**src/rtl/mmio_timer.sv**
```systemverilog
// Memory-mapped machine timer: 64-bit mtime/mtimecmp, msip, and ctrl behind a
// 256-byte window with one-cycle registered read data and a registered timer_irq.
module mmio_timer #(
  parameter logic [31:0] BASE_ADDR = 32'hFFFF_FF00,
  parameter int          PRESCALE  = 1
) (
  input  logic        clk,
  input  logic        rst_n,
  input  logic [31:0] addr,
  input  logic [31:0] w_data,
  input  logic [3:0]  we,
  output logic [31:0] r_data,
  output logic        hit,
  output logic        timer_irq,
  output logic        soft_irq
);
  localparam int            PW   = (PRESCALE > 1) ? $clog2(PRESCALE) : 1;
  localparam logic [PW-1:0] PMAX = PW'(PRESCALE - 1);

  logic          in_win, wr, wr_lo, wr_hi;
  logic [5:0]    off;
  logic [63:0]   mtime_q, mtime_d, mtimecmp_q, mtimecmp_d;
  logic          en_q, en_d, msip_q, msip_d;
  logic [PW-1:0] pre_q, pre_d;
  logic [31:0]   rdata_d;
  logic          unused_ok;

  assign unused_ok = &{1'b0, addr[1:0]};

  function automatic logic [31:0] merge(input logic [31:0] old, input logic [31:0] wd,
                                        input logic [3:0] be);
    logic [31:0] res;
    res = old;
    for (int i = 0; i < 4; i++)
      if (be[i]) res[8*i +: 8] = wd[8*i +: 8];
    return res;
  endfunction

  assign in_win = (addr[31:8] == BASE_ADDR[31:8]);
  assign off    = addr[7:2];
  assign wr     = in_win && (we != 4'b0000);
  assign wr_lo  = wr && (off == 6'd0);
  assign wr_hi  = wr && (off == 6'd1);

  always_comb begin
    mtime_d    = mtime_q;
    pre_d      = pre_q;
    mtimecmp_d = mtimecmp_q;
    en_d       = en_q;
    msip_d     = msip_q;
    // A software write to mtime wins outright: no tick, and the prescaler restarts.
    if (wr_lo || wr_hi) begin
      mtime_d = {wr_hi ? merge(mtime_q[63:32], w_data, we) : mtime_q[63:32],
                 wr_lo ? merge(mtime_q[31:0],  w_data, we) : mtime_q[31:0]};
      pre_d   = '0;
    end else if (en_q) begin
      if (pre_q == PMAX) begin
        pre_d   = '0;
        mtime_d = mtime_q + 64'd1;
      end else begin
        pre_d = pre_q + PW'(1);
      end
    end
    if (wr && off == 6'd2) mtimecmp_d[31:0]  = merge(mtimecmp_q[31:0],  w_data, we);
    if (wr && off == 6'd3) mtimecmp_d[63:32] = merge(mtimecmp_q[63:32], w_data, we);
    if (wr && off == 6'd4 && we[0]) en_d   = w_data[0];
    if (wr && off == 6'd5 && we[0]) msip_d = w_data[0];
  end

  // Read mux sees pre-write state, so read+write in one cycle returns the old value.
  always_comb begin
    rdata_d = 32'd0;
    if (in_win) begin
      case (off)
        6'd0:    rdata_d = mtime_q[31:0];
        6'd1:    rdata_d = mtime_q[63:32];
        6'd2:    rdata_d = mtimecmp_q[31:0];
        6'd3:    rdata_d = mtimecmp_q[63:32];
        6'd4:    rdata_d = {30'd0, timer_irq, en_q};
        6'd5:    rdata_d = {31'd0, msip_q};
        default: rdata_d = 32'd0;
      endcase
    end
  end

  always_ff @(posedge clk or negedge rst_n) begin
    if (!rst_n) begin
      mtime_q    <= 64'd0;
      mtimecmp_q <= '1;
      en_q       <= 1'b1;
      msip_q     <= 1'b0;
      pre_q      <= '0;
      r_data     <= 32'd0;
      hit        <= 1'b0;
      timer_irq  <= 1'b0;
    end else begin
      mtime_q    <= mtime_d;
      mtimecmp_q <= mtimecmp_d;
      en_q       <= en_d;
      msip_q     <= msip_d;
      pre_q      <= pre_d;
      r_data     <= rdata_d;
      hit        <= in_win;
      timer_irq  <= (mtime_q >= mtimecmp_q);
    end
  end

  assign soft_irq = msip_q;
endmodule

```
**config.mk**
```make
export PLATFORM = sky130hd
export DESIGN_NAME = mmio_timer
export DESIGN_NICKNAME = d
export VERILOG_FILES = /design/src/rtl/mmio_timer.sv
export SDC_FILE = /design/constraint.sdc
export NUM_CORES = 1
export LEC_CHECK = 0
export ABC_AREA = 1
export BUFFER_PORTS_ARGS = -buffer_cell sky130_fd_sc_hd__buf_2
export CORE_AREA = 2 2 160 193
export DETAILED_ROUTE_END_ITERATION = 6
export DIE_AREA = 0 0 162 195
export SETUP_SLACK_MARGIN = 0.5
export SYNTH_ARGS = -nofsm -noshare
export SYNTH_HDL_FRONTEND = slang
export SYNTH_SLANG_ARGS = --single-unit
```
**constraint.sdc**
```tcl
create_clock -name clk -period 2.34 [get_ports clk]
set_input_delay 0 -clock clk [delete_from_list [all_inputs] [get_ports clk]]
set_output_delay 0 -clock clk [all_outputs]
set_load 0.02 [all_outputs]
```
* Yosys cells after proc, flatten, opt, wreduce, memory -nomap -nowiden
Cells that the tools add are included.
W data, S select, Z words.
** Cells by class
- Magnitude comparators :: 1
- Equality and inequality tests :: 13
- Shift-type cells :: 0
- Multipliers :: 0
- Bitwise logic cells :: 0
- Divide/modulo/power cells :: 0
- Reductions and logical operators :: 29
- Add/sub/neg operators :: 2
- Mux-type cells :: 14
** Operators by type and width (count)
- $mux W64 :: 3
- $pmux W32 S6 :: 1
- $mux W32 :: 3
- $add A64 B1 Y64 const B :: 1
- $ge A64 B64 Y1 :: 1
- $mux W8 :: 4
- $reduce_and A4 Y1 :: 8
- $eq A24 B24 Y1 const B :: 1
- $reduce_and A2 Y1 :: 8
- $eq A6 B2 Y1 const B :: 2
- $eq A6 B3 Y1 const B :: 2
- $ne A2 B2 Y1 const B :: 6
- $logic_and A1 B1 Y1 :: 9
- $eq A6 B1 Y1 const B :: 1
- $logic_not A6 Y1 :: 1
- $reduce_bool A4 Y1 :: 1
- $mux W1 :: 3
- $ne A2 B1 Y1 const B :: 1
- $reduce_bool A2 Y1 :: 1
- $add A1 B1 Y1 const B :: 1
- $logic_or A1 B1 Y1 :: 1
** Word-level totals
- Memories :: 0
- RAM bits :: 0
- Latch bits :: 0
- Word-level logic and storage cells :: 81
- Memory bits (read-only) :: 0
- Input port bits :: 70
- Flip-flop bits (word level) :: 165

* Depth between registers and ports, before layout
- Depth after elaboration :: 6
- Gate-level depth with buffers :: 14
- Gate-level depth less buffers :: 14

* Least setup slack after synthesis
No wires, ideal clock.
- Kind :: reg2reg
- Start :: reg mtime_q[1]
- End :: reg mtime_q[40]
- Data arrival time :: 1.655 ns
- Slack :: 0.568 ns
- Library setup time :: 0.116 ns
- Stages on the path, launching flop included :: 13
- Path through :: dfrtp_1 > ha_1 > nand2_1 > nor2_1 > nand2_1 > nor2_4 > nand2_1 > o21ai_0 > nand2_1 > nand2_1 > nand2_1 > nand2_1 > nand2_1
** On the way
- Cells in the longest elaborated chain, start to end :: 4
** RTL lines
- from (decl) :: line 22 : logic [63:0] mtime_q, mtime_d, mtimecmp_q, mtimecmp_d;
- from (signal assigned) :: line 97 : mtime_q <= mtime_d;
- $add A64 B1 Y64 :: line 59 : mtime_d = mtime_q + 64'd1;
- $mux W64 :: line 57 : if (pre_q == PMAX) begin
- $mux W64 :: line 56 : end else if (en_q) begin
- $mux W64 :: line 52 : if (wr_lo || wr_hi) begin
No other way between the ends. The select of a mux whose other input is x is not followed.
A chain may end at the register's enable or synchronous reset.

* Final worst setup path
- Start :: reg mtime_q[31]
- End :: reg timer_irq
** On the way
- Cells in the longest elaborated chain, start to end :: 1
** RTL lines
- $ge A64 B64 Y1 :: line 104 : timer_irq <= (mtime_q >= mtimecmp_q);
- to (signal assigned) :: line 104
- to (decl) :: line 14 : output logic timer_irq,
No other way between the ends.

==> results.toml <==
[worst_setup_path]
start_kind = "flip-flop"
r2r_start = "mtime_q[31]"
crit_start = "mtime_q[31]"
path_max_fanout = 5
cp_data_required_time_ns = 2.73
crit_type = "reg2reg"
cpPeakStageDelay_ns = 0.47
worstPathArrival_ns = 2.32
crit_path_frequent_cell = "nand2_1"
critPathBufInv = 2
endpoint_kind = "flip-flop"
crit_path_cell_trace = "buf_12 > ha_4 > nand2_4 > nor2_4 > nor3b_4 > buf_6 > and3_4 > nand2_1 > nand2_1 > nand2_1 > nand2_1"
slowest_stage = "dfrtp_2"
path_delay_family = "simple AND/OR/NAND/NOR gates"

[detailed_routing]
vias_per_cell = 5.161
vias = 11792
final_antenna_net_count = 0
wl_per_cell_um = 17.80
post-route-drc-count = 0
drt-initial-drc-count = 736
routed_wl_um = 40670
dr.pass1.iters = 6

[pwr]
powerDensity_mw_per_mm2 = 401.2
power_mw = 5.945
ir_worst_vdd_mv = 0.3255
static-leakage-power_nw = 6.645

[timing]
fin_ws_ns = 0.4059
skew_ns = 0.01226
fmax_mhz = 517.0
hold_viol = 0
tns_ns = 0
slew_viol_final = 0
slew_headroom = 0.6029
post-route-min-period_ns = 1.934
worst_pin_slew_ns = 0.5957
finalSetupViolCount = 0
period_share = 0.8266
rsz0062_at_grt = "true"

[outcome]
status = "finished clean"

[global_route]
grt_pass1_wl_um = 61670
grt_usage = 0.2542
grt_max_degree = 61
first_global_vias = 11226
grt-ovfl-total = 0
antenna_found_initial = 0

[synth]
synth_top_cell_by_area = "dfrtp_1"
synth_top_area_share = 0.2173
synth_cell_types = 42
ys_top_cells_by_count = "643 x nand2_1, 179 x nor2_1, 173 x inv_1"
synth.yosys.warnings = 0
synth-seq-cells = 164
async_reset_ff_frac = 1.000
synthesis.area_sq_mm = 0.01140
synth.most_common_cell = "nand2_1"
syn-num-nets = 1788
synthFlopType = "dfrtp_1"
synth_edf_count = 0
synthTopCellsByArea = "dfrtp_1 22%, nand2_1 21%, dfstp_2 15%"
avgSynthCellArea_sq_um = 6.897
synth-seq-area-share = 0.3671
synth_cells = 1653

[clock_network]
clk_latency_ns = 0.45
clockRootBuffer = "clkbuf_16"
ctsHtreeMaxLevel = 4
cts_tree = "built"
clockBufferDepth = 2
cts_buffers = 17
clkSlewWorstSetupHoldPaths_ns = 0.07
clock_sinks = 164

[final_layout]
antenna_cells = 0
multiInputGateArea_sq_mm = 0.007107
areaGrowthSynthToFinish_pct = 29.98
finish.instance_area_sq_mm = 0.01482
fin_util = 0.5019
drive_gt1_frac = 0.2871
register_area_sq_mm = 0.004227
fill_cells = 3034
final_net_count = 2017

[placement]
dpl_cell_area_sq_mm = 0.01271
dp_slack_ns = 0.1146
gp_congestion = 0.9881
dp_hpwl_um = 31290
numPortBuffers = 102

[floorplan]
die_w_um = 162
start_util = 0.3861
row_count = 69
core_area_sq_mm = 0.02953
die_h_um = 195
ios = 105
die_area_sq_mm = 0.03159

[run]
max_cap_viol_count = 0

[min_path]
hold_path.class = "in2reg"
hold_start = "addr[3]"
-- flip-flops by register name, indices dropped and copies added (netlist names) --
| register | cells |
|---|---|
| mtime_q | 64 |
| timer_irq | 1 |
| mtimecmp_q | 64 |
| soft_irq | 1 |
| en_q | 1 |
| r_data | 32 |
| hit | 1 |
-- layer usage --
layer	up-vias	wire, um	global-route usage
met4	0	1317	0.09243
met3	71	1490	0.03229
met2	303	20450	0.4473
met1	5619	17410	0.3180
met5	-	0	0
li1	5799	-	-
-- metrics by stage --
stage	instances	hold slack, ns
5_1_grt	2285	0.06358
4_1_cts	2240	0.006999
3_5_place_dp	2172	0.03245
6_report	2285	0.02742
2_1_floorplan	1653	-0.2956
3_3_place_gp	2172	0.03405
-- worst register-to-register path: stages (launching register included) --
cell and delay (ns):
dfrtp_2 0.47, buf_12 0.15, ha_4 0.26, nand2_4 0.06, nor2_4 0.12, nor3b_4 0.21, buf_6 0.13, and3_4 0.21
nand2_1 0.08, nand2_1 0.07, nand2_1 0.06, nand2_1 0.06
-- logic make-up (layout without fill, tap and decap cells) --
kind of cell	Yosys count	in the layout	share of synthesized area
compound gates	230	230	0.1206
buf+inv	220	462	0.07583
fa+ha+maj	65	65	0.07133
simple gates	948	948	0.3451
flops	164	164	0.3671
xor+xnor	26	26	0.01997
-- cell usage in the layout (no fill, tap or decap), types with 4 or more instances in the layout --
master / n
xnor2_1: 14
clkbuf_16: 17
nand2_4: 10
inv_6: 5
a21oi_2: 7
o21ai_2: 4
a221oi_1: 30
buf_2: 101
dlygate4sd3_1: 33
nand3_2: 9
a21oi_1: 26
ha_1: 51
nand3_4: 4
clkinvlp_4: 5
ha_4: 14
dfrtp_1: 66
inv_1: 163
o211ai_1: 9
o21ai_0: 34
nand3b_1: 6
buf_6: 7
nand3_1: 35
o21ai_1: 76
dfrtp_2: 33
nor2_2: 37
buf_4: 104
nand2_2: 49
dfstp_2: 65
nand2_1: 603
o22ai_1: 32
nor2_4: 33
nand4_1: 24
nor2_1: 121
inv_2: 17
xor2_1: 12
nor3_1: 7
-- cell type report --
class,count,share of cell area
sequential,164,0.2852
clock inverter,14,0.008612
clock buffer,18,0.02964
inverter,183,0.04694
tap,390,0.03293
timing repair buffer,247,0.1171
multi-input combinational,1269,0.4796
-- path summary, 6_finish.rpt --
kind | to | slack (ns) | cells past startpoint
worst max register to register | timer_irq | 0.41 | 11
worst max-delay path | timer_irq | 0.41 | 11
max in group asynchronous | mtimecmp_q[1] | 1.46 | 3
worst min register to register | mtimecmp_q[11] | 0.47 | 2
min in group asynchronous | mtime_q[51] | 0.11 | 2
worst min-delay path | r_data[1] | 0.03 | 4
-- report_power, final --
part           leakage (nW)  total [mW]  internal [mW]  switching, mW
Sequential             1.96        2.84           2.84       0.000123
Combinational          4.41       0.266          0.102          0.164
Clock                 0.270        2.84           1.51           1.33
Total                  6.65        5.95           4.45           1.50
-- timing repair --
| item | CTS | global route |
|---|---|---|
| endpoints found under the hold margin | 178 | 0 |
| resized for setup | 74 | 169 |
| hold buffers | 33 | 0 |
| buffers inserted | 3 | 45 |
| setup endpoints to repair | 46 | 49 |
| pin swaps | 5 | 58 |
No activity file was read; power rests on OpenSTA's default activity.
